[src/rtl/asyn_fifo_arb_pkg.sv]
// Shared types and helpers for the asyn_fifo write-side arbiters.
// Holds the arbiter state encoding and the circular first-set search.
package asyn_fifo_arb_pkg;

  typedef enum logic {
    ARB_IDLE,
    ARB_GRANT
  } arb_state_t;

  localparam int RR_MAX = 8;

  // Winner is the first set bit at or after ptr, wrapping at n.
  function automatic logic [2:0] rr_pick(
    input logic [RR_MAX-1:0] req,
    input logic [2:0]        ptr,
    input int                n
  );
    logic [2:0] win;
    logic       found;
    int         idx;
    win   = '0;
    found = 1'b0;
    for (int k = 0; k < RR_MAX; k++) begin
      idx = int'(ptr) + k;
      if (idx >= n) idx = idx - n;
      if (k < n && !found && req[idx]) begin
        win   = 3'(idx);
        found = 1'b1;
      end
    end
    return win;
  endfunction

endpackage

[src/rtl/asyn_fifo_wr_arbiter_if.sv]
// Producer beat handshakes plus the asyn_fifo write port.
// master = producers/FIFO side, slave = arbiter side.
interface asyn_fifo_wr_arbiter_if #(
  parameter int NUM_REQ   = 4,
  parameter int DATA_BITS = 11
);

  logic [NUM_REQ-1:0]           req_valid;
  logic [NUM_REQ-1:0]           req_last;
  logic [NUM_REQ*DATA_BITS-1:0] req_data;
  logic [NUM_REQ-1:0]           req_ready;
  logic                         fifo_full;
  logic                         fifo_write;
  logic [DATA_BITS-1:0]         fifo_data;

  modport master (
    output req_valid,
    output req_last,
    output req_data,
    output fifo_full,
    input  req_ready,
    input  fifo_write,
    input  fifo_data
  );

  modport slave (
    input  req_valid,
    input  req_last,
    input  req_data,
    input  fifo_full,
    output req_ready,
    output fifo_write,
    output fifo_data
  );

endinterface

[src/rtl/rr_priority_pick.sv]
// Circular first-set search over NUM_REQ request bits.
// Pure combinational; shared by the asyn_fifo arbiters.
module rr_priority_pick
  import asyn_fifo_arb_pkg::*;
#(
  parameter  int NUM_REQ = 4,
  localparam int ID_BITS = $clog2(NUM_REQ)
) (
  input  logic [NUM_REQ-1:0] req,
  input  logic [ID_BITS-1:0] ptr,
  output logic [ID_BITS-1:0] win
);

  assign win = ID_BITS'(rr_pick(RR_MAX'(req), 3'(ptr), NUM_REQ));

endmodule

[src/rtl/asyn_fifo_wr_arbiter.sv]
// Round-robin arbiter sharing the asyn_fifo write port.
// One producer holds a grant for at most MAX_BURST beats.
module asyn_fifo_wr_arbiter
  import asyn_fifo_arb_pkg::*;
#(
  parameter  int NUM_REQ   = 4,
  parameter  int DATA_BITS = 11,
  parameter  int MAX_BURST = 8,
  parameter  int CNT_BITS  = 16,
  localparam int ID_BITS   = $clog2(NUM_REQ)
) (
  input  logic                clk,
  input  logic                reset,
  input  logic                enable,
  asyn_fifo_wr_arbiter_if.slave bus,
  output logic                grant_valid,
  output logic [ID_BITS-1:0]  grant_id,
  output logic [CNT_BITS-1:0] beat_count
);

  arb_state_t         state;
  arb_state_t         state_nx;
  logic [ID_BITS-1:0] rr_ptr;
  logic [ID_BITS-1:0] gid;
  logic [ID_BITS-1:0] win;
  logic [ID_BITS-1:0] ptr_nx;
  logic [7:0]         burst_cnt;
  logic               cur_valid;
  logic               cur_last;
  logic               cap_hit;
  logic               xfer;
  logic               rel;
  logic               start;

  rr_priority_pick #(
    .NUM_REQ (NUM_REQ)
  ) u_pick (
    .req (bus.req_valid),
    .ptr (rr_ptr),
    .win (win)
  );

  assign grant_valid = (state == ARB_GRANT);
  assign grant_id    = gid;
  assign cur_valid   = bus.req_valid[gid];
  assign cur_last    = bus.req_last[gid];
  assign cap_hit     = (burst_cnt + 8'd1) == 8'(MAX_BURST);
  assign xfer        = grant_valid & cur_valid
                     & ~bus.fifo_full;
  // A full stall keeps valid high, so only a real drop releases.
  assign rel         = grant_valid
                     & ((xfer & (cur_last | cap_hit))
                        | ~cur_valid);
  assign start       = ~grant_valid & enable
                     & (|bus.req_valid);
  assign ptr_nx      = (gid == ID_BITS'(NUM_REQ - 1))
                     ? '0 : gid + 1'b1;

  assign bus.fifo_write = xfer;
  assign bus.fifo_data  = grant_valid
    ? bus.req_data[gid*DATA_BITS +: DATA_BITS]
    : '0;

  always_comb begin
    bus.req_ready      = '0;
    bus.req_ready[gid] = xfer;
  end

  always_comb begin
    state_nx = state;
    unique case (state)
      ARB_IDLE:  if (start) state_nx = ARB_GRANT;
      ARB_GRANT: if (rel)   state_nx = ARB_IDLE;
      default:   state_nx = ARB_IDLE;
    endcase
  end

  always_ff @(posedge clk or negedge reset) begin
    if (!reset) begin
      state      <= ARB_IDLE;
      rr_ptr     <= '0;
      gid        <= '0;
      burst_cnt  <= '0;
      beat_count <= '0;
    end else begin
      state <= state_nx;
      if (start) begin
        gid       <= win;
        burst_cnt <= '0;
      end
      if (xfer) begin
        burst_cnt  <= burst_cnt + 8'd1;
        beat_count <= beat_count + 1'b1;
      end
      if (rel) rr_ptr <= ptr_nx;
    end
  end

endmodule

[src/flat_wrapper.sv]
// flat-port wrapper written by rule: the top's interface ports become plain ports
module asyn_fifo_wr_arbiter_flat import asyn_fifo_arb_pkg::*;
#(
  parameter  int NUM_REQ   = 4,
  parameter  int DATA_BITS = 11,
  parameter  int MAX_BURST = 8,
  parameter  int CNT_BITS  = 16,
  localparam int ID_BITS   = $clog2(NUM_REQ)
)
  (clk, reset, enable, grant_valid, grant_id, beat_count, bus_req_valid, bus_req_last, bus_req_data, bus_fifo_full, bus_req_ready, bus_fifo_write, bus_fifo_data);
  asyn_fifo_wr_arbiter_if #(.NUM_REQ(NUM_REQ), .DATA_BITS(DATA_BITS)) bus_i ();
  input  logic clk;
  input  logic reset;
  input  logic enable;
  output logic grant_valid;
  output logic [ID_BITS-1:0] grant_id;
  output logic [CNT_BITS-1:0] beat_count;
  input wire logic [$bits(bus_i.req_valid)-1:0] bus_req_valid;
  input wire logic [$bits(bus_i.req_last)-1:0] bus_req_last;
  input wire logic [$bits(bus_i.req_data)-1:0] bus_req_data;
  input wire logic [$bits(bus_i.fifo_full)-1:0] bus_fifo_full;
  output wire logic [$bits(bus_i.req_ready)-1:0] bus_req_ready;
  output wire logic [$bits(bus_i.fifo_write)-1:0] bus_fifo_write;
  output wire logic [$bits(bus_i.fifo_data)-1:0] bus_fifo_data;
  assign bus_i.req_valid = bus_req_valid;
  assign bus_i.req_last = bus_req_last;
  assign bus_i.req_data = bus_req_data;
  assign bus_i.fifo_full = bus_fifo_full;
  assign bus_req_ready = bus_i.req_ready;
  assign bus_fifo_write = bus_i.fifo_write;
  assign bus_fifo_data = bus_i.fifo_data;
  asyn_fifo_wr_arbiter #(.NUM_REQ(NUM_REQ), .DATA_BITS(DATA_BITS), .MAX_BURST(MAX_BURST), .CNT_BITS(CNT_BITS)) u_core (.clk(clk), .reset(reset), .enable(enable), .bus(bus_i), .grant_valid(grant_valid), .grant_id(grant_id), .beat_count(beat_count));
endmodule
[config.mk]
export PLATFORM = sky130hd
export DESIGN_NAME = asyn_fifo_wr_arbiter_flat
export DESIGN_NICKNAME = d
export VERILOG_FILES = /design/src/rtl/asyn_fifo_arb_pkg.sv /design/src/rtl/asyn_fifo_wr_arbiter_if.sv /design/src/rtl/rr_priority_pick.sv /design/src/rtl/asyn_fifo_wr_arbiter.sv /design/src/flat_wrapper.sv
export SDC_FILE = /design/constraint.sdc
export NUM_CORES = 1
export LEC_CHECK = 0
export ABC_AREA = 1
export CORE_MARGIN = 4
export CORE_UTILIZATION = 45
export DETAILED_ROUTE_END_ITERATION = 10
export DONT_BUFFER_PORTS = 1
export PLACE_DENSITY = 0.66
export SYNTH_ARGS = -nofsm -noshare
export SYNTH_HDL_FRONTEND = slang
export SYNTH_SLANG_ARGS = --single-unit
[constraint.sdc]
create_clock -name clk -period 3.28 [get_ports clk]
set_clock_uncertainty 0.05 [all_clocks]
set_input_delay 0.492 -clock clk [delete_from_list [all_inputs] [get_ports clk]]
set_output_delay 0.492 -clock clk [all_outputs]
set_load 0.02 [all_outputs]
==> qor.yml, run 1 <==
outcome:
  status: "completed"
timing:
  slew_headroom: 0.5368
  grt_setup_unrepaired: "false"
  hold_violations: 0
  final-setup-viol-count: 0
  fin_crit_ns: 2.577
  post-route-period-util: 0.7855
  drv_slew: 0
  fin_setup_tns_ns: 0
  worst_pin_slew_ns: 0.6948
  fmax_mhz: 388.1
die:
  start_util: 0.4709
  die_w_microns: 79
  die_h_microns: 79
  core-area_sq_um: 4817
  die_area_sq_um: 6241
  rows: 25
  io-pin-count: 91
routing:
  wl_per_cell_microns: 13.23
  drt_pre_antenna_iters: 4
  drtIter0Drc: 131
  route.detailed.drc: 0
  vias_per_cell: 5.222
  wl_microns: 5241
  detail-route-antenna-nets: 0
  num_vias: 2068
synthesis:
  ys_top_cells_by_count: "nor2_1, nand2_1, inv_1"
  netlist_area_sq_um: 2268
  synth_edf_count: 0
  ys_async_sr_fraction: 1.000
  postSynthCellCount: 329
  yosysWarnings: 0
  ys.flop_type: "dfrtp_1"
  avgSynthCellArea_sq_um: 6.895
  synth.most_common_cell: "nor2_1"
  synth_cell_types: 33
  synth_top_area_share: 0.3199
  yosysSeqAreaShare: 0.3199
  synthTopCellsByArea: "dfrtp_1, nor2_1, nand2_1, o21ai_0, inv_1"
  synthesis.nets: 392
  synth_largest_area_cell: "dfrtp_1"
  synth.ff_latch_count: 29
cells_and_area:
  fill_cells: 497
  area_growth_syn_to_layout_pct: 7.115
  regArea_sq_um: 725.7
  antenna_cells: 0
  multiInputGateArea_sq_um: 1341
  nets: 391
  drive_gt1_frac: 0.1094
  final_util: 0.5044
clock_tree:
  clockRootBuffer: "clkbuf_8"
  cts_tree: "yes"
  clkLatencyLatePin_ns: 0.27
  clockBufferDepth: 2
  cts_buffers: 5
  clkTransAtPathRegs_ns: 0.06
  htree_levels: 2
  cts_sinks: 29
pwr:
  p_leak_nw: 1.114
  vdd_drop_max_uv: 405.4
  p_per_area_nw_per_um2: 848.4
setup_path:
  crit_path_start_kind: "flop"
  crit_type: "reg -> out"
  r2r_cells: 9
  rr_endpoint: "u_core.beat_count[13]"
  critPathRequiredTime_ns: 2.74
  cp-startpoint: "u_core.grant_id[0]"
  end_kind: "output port"
  path_max_fanout: 20
  critPathArrivalTime_ns: 2.03
  crit-reg2reg-launch: "u_core.grant_id[0]"
  r2r_slack_ns: 0.96
global_route:
  grt.overflow.total: 0
  antenna_found_initial: 0
  grt_pass1_wl_microns: 8694
  grt_pass1_vias: 1963
  grt_max_degree: 30
  grt_usage: 0.1706
worst_hold_path:
  whs_endpoint: "u_core.grant_valid"
  hold_depth: 2
  min_from: "enable"
  hp-class: "in -> reg"
placed_design:
  io_buffer_count: 0
  globalplace.congestion: 0.8600
  place_hpwl_microns: 4035
run:
  maxCapViolations: 0
==> cell usage in the layout (no fill, tap or decap), types with 2 or more instances in the layout <==
master    count
nand3_2       2
o21ai_2       5
buf_4         2
dfrtp_1      29
nand2_2       6
a21oi_1      14
nand3_1      16
clkbuf_8      7
o21ai_0      28
nand2_1      62
inv_1        30
nand3_4       2
xor2_1       10
nor2_2        4
nor2_1       68
xnor2_1       7
ha_1          7
o21ai_1       8
nor3_2        2
inv_2         2
nand4_1       5
==> repair_timing <==
| action | in CTS | in global routing |
|---|---|---|
| resized for setup | 0 | 0 |
| setup buffers | 0 | 0 |
| endpoints found under the hold margin | 29 | 0 |
| hold buffers | 2 | 0 |
==> power breakdown <==
group | switching [mW] | internal [mW]
logic | 0.726 | 0.333
registers | 0.242 | 0.442
clock network | 0.130 | 0.189
total | 1.10 | 0.964
==> per-stage QoR <==
stage,cells,cell area [sq um],hold slack [ns],setup WS (ns),power (mW)
2_1_floorplan,329,2268,0.1464,1.197,1.578
3_3_place_gp,386,2298,0.1476,1.035,1.717
3_5_place_dp,386,2298,0.1476,0.9386,1.740
4_1_cts,396,2430,0.3563,0.6914,2.080
5_1_grt,396,2430,0.3766,0.5277,2.253
6_report,396,2430,0.3649,0.7035,2.061
==> worst max-delay path by stage <==
stage | slack (ns) | to
global placement | 1.03 | u_core.beat_count[13]
detailed placement | 0.94 | u_core.beat_count[13]
finish | 0.70 | bus_fifo_data[3]
global route | 0.53 | bus_fifo_data[9]
CTS | 0.69 | bus_fifo_data[3]
floorplan | 1.20 | bus_fifo_data[3]
==> cell type report <==
class	count	share of cell area
multi-input cells	254	0.5520
well taps	67	0.03450
clock inverters	1	0.002060
repair buffers	4	0.01854
flip-flops and latches	29	0.2987
inverters	34	0.05458
clock buffers	7	0.03965
==> registers in the layout (all words and copies together), names as in the netlist <==
signal              cells
u_core.beat_count      16
u_core.burst_cnt        8
u_core.grant_id         2
u_core.rr_ptr           2
u_core.grant_valid      1
==> metal layers <==
layer | vias to the layer above | GRT usage | wire length, microns | part of all wire
met5 | - | 0 | 0 | 0
met4 | 0 | 0.02749 | 23 | 0.0044
met3 | 5 | 0.06689 | 490 | 0.093
met2 | 69 | 0.2946 | 2431 | 0.46
met1 | 936 | 0.2036 | 2295 | 0.44
li1 | 1058 | - | - | -
==> worst max-delay path, cell delays in order (launching register included) <==
cell,delay (ns)
dfrtp_1,0.79
buf_4,0.33
nor2_1,0.07
nor2_1,0.07
o21ai_0,0.08
a21oi_1,0.42
==> cell families after synthesis <==
family | share of synthesized area
fa+ha+maj | 0.03861
xor+xnor | 0.06564
flops | 0.3199
compound gates | 0.1473
buf+inv | 0.08880
simple gates | 0.3398
(Power assumes the default switching activity.)
==> inputs of run 2 (changes only) <==
==> constraint.sdc (replaced) <==
create_clock -name clk -period 2.6 [get_ports clk]
set_clock_uncertainty 0.05 [all_clocks]
set_input_delay 0.39 -clock clk [delete_from_list [all_inputs] [get_ports clk]]
set_output_delay 0.39 -clock clk [all_outputs]
set_load 0.02 [all_outputs]
==> qor.yml, run 2 (synthesis gave the netlist of run 1 again) <==
run:
  maxCapViolations: 0  # unchanged
routing:
  wl_per_cell_microns: 13.14  # -0.69%
  wl_met3_microns: 522  # +6.5%
  wl_met2_microns: 2436  # +0.21%
  detail-route-antenna-nets: 0  # unchanged
  vias_per_cell: 5.094  # -2.4%
  num_vias: 2053  # -0.73%
  route.detailed.drc: 0  # unchanged
  drtIter0Drc: 79  # -40%
  drt_pre_antenna_iters: 4  # unchanged
  wl_microns: 5297  # +1.1%
  m1WireLength_microns: 2265  # -1.3%
  top_layer: "met4"
die:
  start_util: 0.4709  # unchanged
  die_h_microns: 79  # unchanged
  die_w_microns: 79  # unchanged
  io-pin-count: 91  # unchanged
  rows: 25  # unchanged
  core-area_sq_um: 4817  # unchanged
  die_area_sq_um: 6241  # unchanged
setup_path:
  path_max_fanout: 27  # +35%
  crit_type: "reg -> out"
  slowest_delay_ns: 0.47  # -0.32 ns
  slowest_stage: "dfrtp_1"
  crit_buf_inv: 1  # unchanged
  end_kind: "output port"
  critPathArrivalTime_ns: 1.80  # -0.23 ns
  critPathTopFamily: "compound AO/OA/AOI/OAI gates"
  crit_path_start_kind: "flop"
  worst_path_most_repeated_cell: "nor2_1"
  crit_chain: "buf_4 -> nor2_1 -> nor2_1 -> o21ai_0 -> a21oi_1"
  critPathRequiredTime_ns: 2.16  # -0.58 ns
cells_and_area:
  nets: 398  # +1.8%
  reg_top3: "u_core.beat_count (16), u_core.burst_cnt (8)"
  final_cells: 403  # +1.8%
  postLayoutCellArea_sq_um: 2482  # +2.2%
  fill_cells: 489  # -1.6%
  largest_register_ffs: 16  # unchanged
  regMostFlops: "u_core.beat_count"
  final_util: 0.5153  # +0.01091
  final_cell_mix: "nor2_1, nand2_1, inv_1"
  antenna_cells: 0  # unchanged
  area_growth_syn_to_layout_pct: 9.432
  final_common_cell: "nor2_1"
  drive_gt1_frac: 0.1280  # +0.01855
timing:
  hold_slack_ns: 0.2543  # -0.1106 ns
  drv_slew: 0  # unchanged
  fmax_mhz: 446.8
  fin_setup_tns_ns: 0  # unchanged
  final-setup-viol-count: 0  # unchanged
  grt_setup_unrepaired: "false"
  timing.final.ws_setup_ns: 0.3619  # -0.3416 ns
  hold_violations: 0  # unchanged
  post-route-period-util: 0.8608
  slew_headroom: 0.6644  # +0.1276
  fin_crit_ns: 2.238
  worst_pin_slew_ns: 0.5034  # -0.1914 ns
placed_design:
  dp.cells: 393  # +1.8%
  io_buffer_count: 0  # unchanged
  place_hpwl_microns: 4050  # +0.35%
  placement.setup.worst_slack_ns: 0.5081  # -0.4305 ns
  globalplace.congestion: 0.7680  # -11%
  place_area_sq_um: 2351  # +2.3%
worst_hold_path:
  hp-class: "in -> reg"
global_route:
  grt.overflow.total: 0  # unchanged
  grt_usage: 0.1746  # +0.004019
  grt_max_degree: 30  # unchanged
  grt_pass1_vias: 1924  # -2.0%
  antenna_found_initial: 0  # unchanged
  grt_pass1_wl_microns: 8707  # +0.15%
pwr:
  vdd_drop_max_uv: 587.6  # +45%
  p_per_area_nw_per_um2: 1067  # +26%
  p_leak_nw: 1.150  # +3.3%
  power_mw: 2.649  # +29%
clock_tree:
  clockBufferDepth: 2  # unchanged
  clockRootBuffer: "clkbuf_8"
  clkTransAtPathRegs_ns: 0.07  # about the same
  post_cts_resized: 0  # unchanged
  htree_levels: 2  # unchanged
  cts_sinks: 29  # unchanged
  post_cts.repair.setup_buffers: 0  # unchanged
  cts_tree: "yes"
  clkLatencyLatePin_ns: 0.28  # about the same
  cts_buffers: 5  # unchanged
outcome:
  status: "completed"
-- run 2: power breakdown --
part	internal [mW]	switching [mW]	total, mW
registers	0.558	0.276	0.835
logic	0.459	0.945	1.40
clock network	0.239	0.172	0.411
-- run 2: worst paths after layout --
path,from,end,depth (start not counted),slack [ns]
max,u_core.grant_id[0],bus_fifo_data[2],5,0.36
min,enable,u_core.grant_valid,2,0.25
max reg2reg,u_core.grant_valid,u_core.beat_count[13],8,0.52
min reg2reg,u_core.burst_cnt[7],u_core.burst_cnt[7],2,0.52
max in group asynchronous,reset,u_core.beat_count[2],2,1.83
min in group asynchronous,reset,u_core.burst_cnt[6],2,0.49
-- run 2: final cells by class --
| type | instances | area, sq um | share of cell area |
|---|---|---|---|
| Clock inverter | 1 | 5.005 | 0.002016 |
| Timing Repair Buffer | 11 | 97.59 | 0.03931 |
| Tap cell | 67 | 83.83 | 0.03377 |
| Multi-Input combinational cell | 254 | 1341 | 0.5403 |
| Clock buffer | 7 | 96.34 | 0.03881 |
| Inverter | 34 | 132.6 | 0.05343 |
| Sequential cell | 29 | 725.7 | 0.2923 |
-- run 2: what timing repair did --
item,CTS,global route
hold buffers,2,0
hold endpoints to repair,29,0
setup endpoints to repair,0,0
-- run 2: routing by layer --
layer / up-vias / GRT usage
met5: - / 0
met4: 0 / 0.05155
met3: 7 / 0.07710
met2: 61 / 0.2854
met1: 914 / 0.2072
li1: 1071 / -
